==> config.mk <==
export PLATFORM = sky130hd
export DESIGN_NAME = fb_write_buffer
export DESIGN_NICKNAME = d
export VERILOG_FILES = /design/src/rtl/fb_write_buffer_pkg.sv /design/src/rtl/fb_write_buffer_fifo.sv /design/src/rtl/fb_write_buffer.sv
export SDC_FILE = /design/constraint.sdc
export NUM_CORES = 1
export LEC_CHECK = 0
export ABC_AREA = 1
export CORE_UTILIZATION = 51
export CTS_CLUSTER_SIZE = 28
export DETAILED_ROUTE_END_ITERATION = 12
export HOLD_SLACK_MARGIN = 0.12
export PLACE_DENSITY_LB_ADDON = 0.15
export RECOVER_POWER = 100
export SLEW_MARGIN = 0
export SYNTH_ARGS = -nofsm -noshare
export SYNTH_HDL_FRONTEND = slang
export SYNTH_HIERARCHICAL = 1
export SYNTH_SLANG_ARGS = --single-unit
==> constraint.sdc <==
create_clock -name clk -period 7.3 [get_ports clk]
set_input_delay 0.73 -clock clk [delete_from_list [all_inputs] [get_ports clk]]
set_output_delay 0.73 -clock clk [all_outputs]
set_load 0.05 [all_outputs]
==> src/rtl/fb_write_buffer_pkg.sv <==
// Shared types and width defaults for the frame-buffer write path.
// Latency: n/a (types only).
// Backpressure: n/a.
// Contents: Color pixel struct, frame-buffer address width and buffer depth defaults.
`ifndef FRAME_BUFFER_ADDR_SIZE
`define FRAME_BUFFER_ADDR_SIZE 16
`endif
`ifndef FB_BUF_DEPTH
`define FB_BUF_DEPTH 8
`endif

package fb_write_buffer_pkg;

  // 24-bit pixel colour as produced by the colour-fill loop.
  typedef struct packed {
    logic [7:0] r;
    logic [7:0] g;
    logic [7:0] b;
  } Color;

  localparam int FB_ADDR_W    = `FRAME_BUFFER_ADDR_SIZE;
  localparam int FB_BUF_DEPTH = `FB_BUF_DEPTH;

endpackage

==> src/rtl/fb_write_buffer_fifo.sv <==
// Circular {addr, colour} store with a colour-overwrite port on the newest entry.
// Latency: push visible at head one edge later; count is registered.
// Backpressure: none internally; the parent guarantees legal push/pop/overwrite use.
// Ports: clk/rst; push + push_addr/push_color; pop; ovr + ovr_color (rewrites tail colour);
//        head_addr/head_color (oldest); tail_addr (newest); count (occupancy).
module fb_fifo
  import fb_write_buffer_pkg::*;
#(
  parameter int DEPTH  = 8,
  parameter int ADDR_W = 16
) (
  input  logic                   clk,
  input  logic                   rst,
  input  logic                   push,
  input  logic [ADDR_W-1:0]      push_addr,
  input  Color                   push_color,
  input  logic                   pop,
  input  logic                   ovr,
  input  Color                   ovr_color,
  output logic [ADDR_W-1:0]      head_addr,
  output Color                   head_color,
  output logic [ADDR_W-1:0]      tail_addr,
  output logic [$clog2(DEPTH):0] count
);

  localparam int PTR_W = $clog2(DEPTH);

  logic [ADDR_W-1:0] addr_mem  [DEPTH];
  Color              color_mem [DEPTH];
  logic [PTR_W-1:0]  rd_ptr;
  logic [PTR_W-1:0]  wr_ptr;
  logic [PTR_W-1:0]  tail_ptr;

  // DEPTH is a power of two, so pointers wrap by plain overflow.
  assign tail_ptr   = wr_ptr - 1'b1;
  assign head_addr  = addr_mem[rd_ptr];
  assign head_color = color_mem[rd_ptr];
  assign tail_addr  = addr_mem[tail_ptr];

  // Storage needs no reset: count gates every read that matters.
  always_ff @(posedge clk) begin
    if (push) begin
      addr_mem[wr_ptr]  <= push_addr;
      color_mem[wr_ptr] <= push_color;
    end else if (ovr) begin
      color_mem[tail_ptr] <= ovr_color;
    end
  end

  always_ff @(posedge clk or posedge rst) begin
    if (rst) begin
      rd_ptr <= '0;
      wr_ptr <= '0;
      count  <= '0;
    end else begin
      if (push) wr_ptr <= wr_ptr + 1'b1;
      if (pop)  rd_ptr <= rd_ptr + 1'b1;
      case ({push, pop})
        2'b10:   count <= count + 1'b1;
        2'b01:   count <= count - 1'b1;
        default: ;
      endcase
    end
  end

endmodule

==> src/rtl/fb_write_buffer.sv <==
// Absorbs colour-loop pixel writes, coalesces same-pixel rewrites, drains to the FB SRAM.
// Latency: write into an empty idle buffer on cycle N is requested on cycle N+2.
// Backpressure: none upstream (writes dropped when full, sticky overflow); req/ack downstream.
// Ports: clk, rst; wr_en/wr_addr/wr_color, flush_in from the colour loop;
//        fb_req/fb_addr_out/fb_data_out with fb_ack to the SRAM; flush_done, overflow, count.
module fb_write_buffer
  import fb_write_buffer_pkg::*;
#(
  parameter int DEPTH  = `FB_BUF_DEPTH,
  parameter int ADDR_W = `FRAME_BUFFER_ADDR_SIZE
) (
  input  logic                   clk,
  input  logic                   rst,
  input  logic                   wr_en,
  input  logic [ADDR_W-1:0]      wr_addr,
  input  Color                   wr_color,
  input  logic                   flush_in,
  input  logic                   fb_ack,
  output logic                   fb_req,
  output logic [ADDR_W-1:0]      fb_addr_out,
  output Color                   fb_data_out,
  output logic                   flush_done,
  output logic                   overflow,
  output logic [$clog2(DEPTH):0] count
);

  localparam int CNT_W = $clog2(DEPTH) + 1;
  localparam logic [CNT_W-1:0] FULL = CNT_W'(DEPTH);
  localparam logic [CNT_W-1:0] ONE  = CNT_W'(1);

  typedef enum logic [1:0] {IDLE, BUSY, DONE} state_t;

  state_t            state;
  state_t            state_nxt;
  logic              flush_pend;
  logic [ADDR_W-1:0] head_addr;
  Color              head_color;
  logic [ADDR_W-1:0] tail_addr;
  logic              pop;
  logic              head_locked;
  logic              coalesce;
  logic              push;
  logic              drop;
  logic              post_empty;

  // Accept decisions. The tail may only be rewritten when it is not the entry
  // currently presented to the SRAM, so the presented value stays stable.
  assign pop         = (state == BUSY) && fb_ack;
  assign head_locked = (state == BUSY) && (count == ONE);
  assign coalesce    = wr_en && (count != '0) && (wr_addr == tail_addr) && !head_locked;
  assign push        = wr_en && !coalesce && ((count != FULL) || pop);
  assign drop        = wr_en && !coalesce && !push;
  // Occupancy after this edge's pop, counting a same-cycle push.
  assign post_empty  = (count == ONE) && !push;

  fb_fifo #(
    .DEPTH  (DEPTH),
    .ADDR_W (ADDR_W)
  ) u_fifo (
    .clk        (clk),
    .rst        (rst),
    .push       (push),
    .push_addr  (wr_addr),
    .push_color (wr_color),
    .pop        (pop),
    .ovr        (coalesce),
    .ovr_color  (wr_color),
    .head_addr  (head_addr),
    .head_color (head_color),
    .tail_addr  (tail_addr),
    .count      (count)
  );

  // State register.
  always_ff @(posedge clk or posedge rst) begin
    if (rst) state <= IDLE;
    else     state <= state_nxt;
  end

  // Next-state logic.
  always_comb begin
    state_nxt = state;
    case (state)
      IDLE: begin
        if (count != '0)    state_nxt = BUSY;
        else if (flush_pend) state_nxt = DONE;
      end
      BUSY: begin
        if (pop && post_empty) state_nxt = flush_pend ? DONE : IDLE;
      end
      DONE: begin
        state_nxt = (count != '0) ? BUSY : IDLE;
      end
      default: state_nxt = IDLE;
    endcase
  end

  // Output logic: only BUSY drives the SRAM port, only DONE pulses flush_done.
  always_comb begin
    fb_req      = 1'b0;
    fb_addr_out = '0;
    fb_data_out = '0;
    flush_done  = 1'b0;
    case (state)
      BUSY: begin
        fb_req      = 1'b1;
        fb_addr_out = head_addr;
        fb_data_out = head_color;
      end
      DONE:    flush_done = 1'b1;
      default: ;
    endcase
  end

  // A flush in the DONE cycle re-arms rather than being lost, giving a second pulse.
  always_ff @(posedge clk or posedge rst) begin
    if (rst) begin
      flush_pend <= 1'b0;
      overflow   <= 1'b0;
    end else begin
      if (flush_in)           flush_pend <= 1'b1;
      else if (state == DONE) flush_pend <= 1'b0;
      if (drop) overflow <= 1'b1;
    end
  end

endmodule

==> impl_metrics.tcl <==
set metrics [dict create \
    critPathKind "reg -> reg" \
    finalCritPeriodShare_pct 87.9 \
    place_area_mm2 0.0165 \
    p_int_mw 4.70 \
    viasPerCell 5.55 \
    die_x_um 175 \
    hpwl_um 22300 \
    finalCriticalPeriod_ps 6410 \
    cts_sinks 334 \
    powerDensity_mw_per_mm2 476 \
    n_fill_cell 2503 \
    drive_gt1_share_pct 5.55 \
    grt_start_max_net_pins 125 \
    fin_worst_skew_ps 23.5 \
    grt_use_total_pct 25.5 \
    synth-seq-cells 334 \
    final_common_cell "edfxtp_1" \
    grt-ovfl-total 0 \
    hp-class "reg -> reg" \
    nets 1663 \
    p_sw_share_pct 44.2 \
    globalplace.congestion 0.833 \
    cpPeakStageDelay_ps 1030 \
    ioPinCount 92 \
    layout_common_cells "320 x edfxtp_1, 317 x nand2_1, 280 x o21ai_0" \
    post_cts_resized 0 \
    synthDistinctLibCells 29 \
    grt_pass1_vias 10900 \
    setup-tns-final_ps 0 \
    finalSetupViolations 0 \
    seq_power_share_pct 31.0 \
    worst_slew_pin_slew_ps 1960 \
    comb_power_share_pct 46.7 \
    status "finished, violations left" \
    yosysWarnings 6 \
    violations "capacitance limit, slew limit" \
    finalWirelength_um 38200 \
    synth.yosys.seq_area_share_pct 65.0 \
    cts_tree "yes" \
    antenna_found_initial 0 \
    fin_area_mm2 0.0177 \
    avgSynthCellArea_um2 9.89 \
    clkPwrFrac_pct 22.4 \
    cts_made_buffers 37 \
    initial_core_util_pct 51.8 \
    timing.fmax_mhz 156 \
    pre_cts_ws_ps 1300 \
    syn2layout_area_growth_pct 15.6 \
    ir_drop_mv 0.269 \
    worstSetupEndpointType "flip-flop" \
    cap_violations 2 \
    grt_pass1_wl_um 60000 \
    final_hold_viol_count 0 \
    clock_latency_ps 530 \
    clockRootBuffer "clkbuf_16" \
    start_kind "flip-flop" \
    synth_nets 1599 \
    wl_per_cell_um 18.8 \
    drt_iter0_drc 946 \
    drtAntennaViolNets 0 \
    leakagePower_nw 6.79 \
    cts_max_level 2 \
    vias 11300 \
    critPathMostFrequentCell "nand2_1" \
    worstPathMaxFanout 34 \
    hold_buffers 0 \
    n_antenna_cell 0 \
    die_h_um 175 \
    hold_ws_ps 456 \
    syn_area_mm2 0.0153 \
    port_buffers 91 \
    crit_arrival_ps 6560 \
    cts.path.max_buffers 3 \
    rows 63 \
    cts.clk_slew.worst_paths_ps 60 \
    crit_chain "inv_1, ha_1, buf_4, a21oi_1, o21ai_0, o21ai_0, nand2_1, nand2_1, inv_1, nand2_1, nand2_1, nor2_1, nand2_1, nor2_1, nand3_2, nand2_1, nor2_1, inv_1, nand2_2, inv_2, o21ai_0, nand2_1, nor2_2, clkbuf_2" \
    die_area_mm2 0.0307 \
    cp_data_required_time_ps 7450 \
    dr.pass1.iters 5 \
    coreArea_mm2 0.0296 \
    rsz0062_at_grt "no" \
    p_sw_mw 3.72 \
    maxSlewViolCount 168 \
    slowest_stage "ha_1" \
    synth_cells 1548 \
    utilization_pct 59.9 \
    post-cts-setup-buffer-count 0 \
    drc 0 \
    slew_headroom_pct -30.6 \
    setup_ws_ps 886 \
]
==> cell usage after synthesis (all sizes together) <==
library cell    n  share of area [%]
o22ai          49                2.0
xnor2           5               0.29
dfrtp          14                2.3
buf            42                1.4
a21oi          67                2.2
clkbuf         50                1.2
nor4b           1              0.098
o31ai           1              0.082
nor2          239                5.9
ha              6               0.49
and3            1              0.041
inv           128                3.1
nand2         318                7.9
xor2            4               0.28
edfxtp        320                 63
o21ai         294                9.6
o21bai          1              0.049
nand3           8               0.33
==> per-stage QoR <==
stage / cells / power (mW)
global placement: 1963 / 6.60
floorplan: 1548 / 5.46
CTS: 2030 / 8.53
finish: 2030 / 8.42
global route: 2030 / 8.99
detailed placement: 1963 / 6.63
==> worst paths after layout <==
path	slack, ps	startpoint	cells after the start	endpoint
worst max-delay path	890	u_fifo/wr_ptr[1]	24	u_fifo/color_mem[4][21]
worst max register to register	890	u_fifo/wr_ptr[1]	24	u_fifo/color_mem[4][21]
max in group asynchronous	6230	rst	2	u_fifo/rd_ptr[0]
min in group asynchronous	570	rst	2	overflow
worst min-delay path	460	overflow	2	overflow
worst min register to register	460	overflow	2	overflow
==> sequential cells by signal (all words and copies together) (netlist names) <==
name and count:
u_fifo/addr_mem 128, u_fifo/rd_ptr 3, u_fifo/color_mem 192, state 2
u_fifo/wr_ptr 3, flush_pend 1, overflow 1, u_fifo/count 4
==> layout make-up <==
type,count,area (um2),area share [%]
clock inverters,25,274,1.55
repair buffers,117,1060,5.96
flip-flops and latches,334,9970,56.3
clock buffers,42,966,5.46
inverters,128,480,2.71
well taps,390,488,2.76
multi-input cells,994,4470,25.3
==> routing by layer <==
layer  global-route usage, %  routed length, um  part of all wire [%]
met5                       0                  0                     0
met4                    7.43                774                   2.0
met3                    2.81               2530                   6.6
met2                    44.4              19000                    50
met1                    33.6              15900                    42
==> kinds of logic after synthesis <==
group	share of synthesized area, %
AND/OR/NAND/NOR	14.2
XOR/XNOR	0.564
flip-flops	65.0
adder cells (fa/ha/maj)	0.490
AO/OA/AOI/OAI	14.0
buffers and inverters	5.75
==> power groups by stage <==
stage	sequential (mW)	combinational (mW)	clock (mW)
2_1_floorplan	2.62	2.85	0
6_report	2.61	3.93	1.88
4_1_cts	2.61	4.01	1.91
3_3_place_gp	2.64	3.96	0
3_5_place_dp	2.64	3.98	0
5_1_grt	2.64	4.37	1.98
==> worst max-delay path, delay by kind of cell (launching register included) <==
family          cells  cell delay, ps
simple gates       13            2090
compound gates      4             740
flops               1             400
fa+ha+maj           1            1030
buf+inv             6            1740
(Power assumes the default switching activity.)
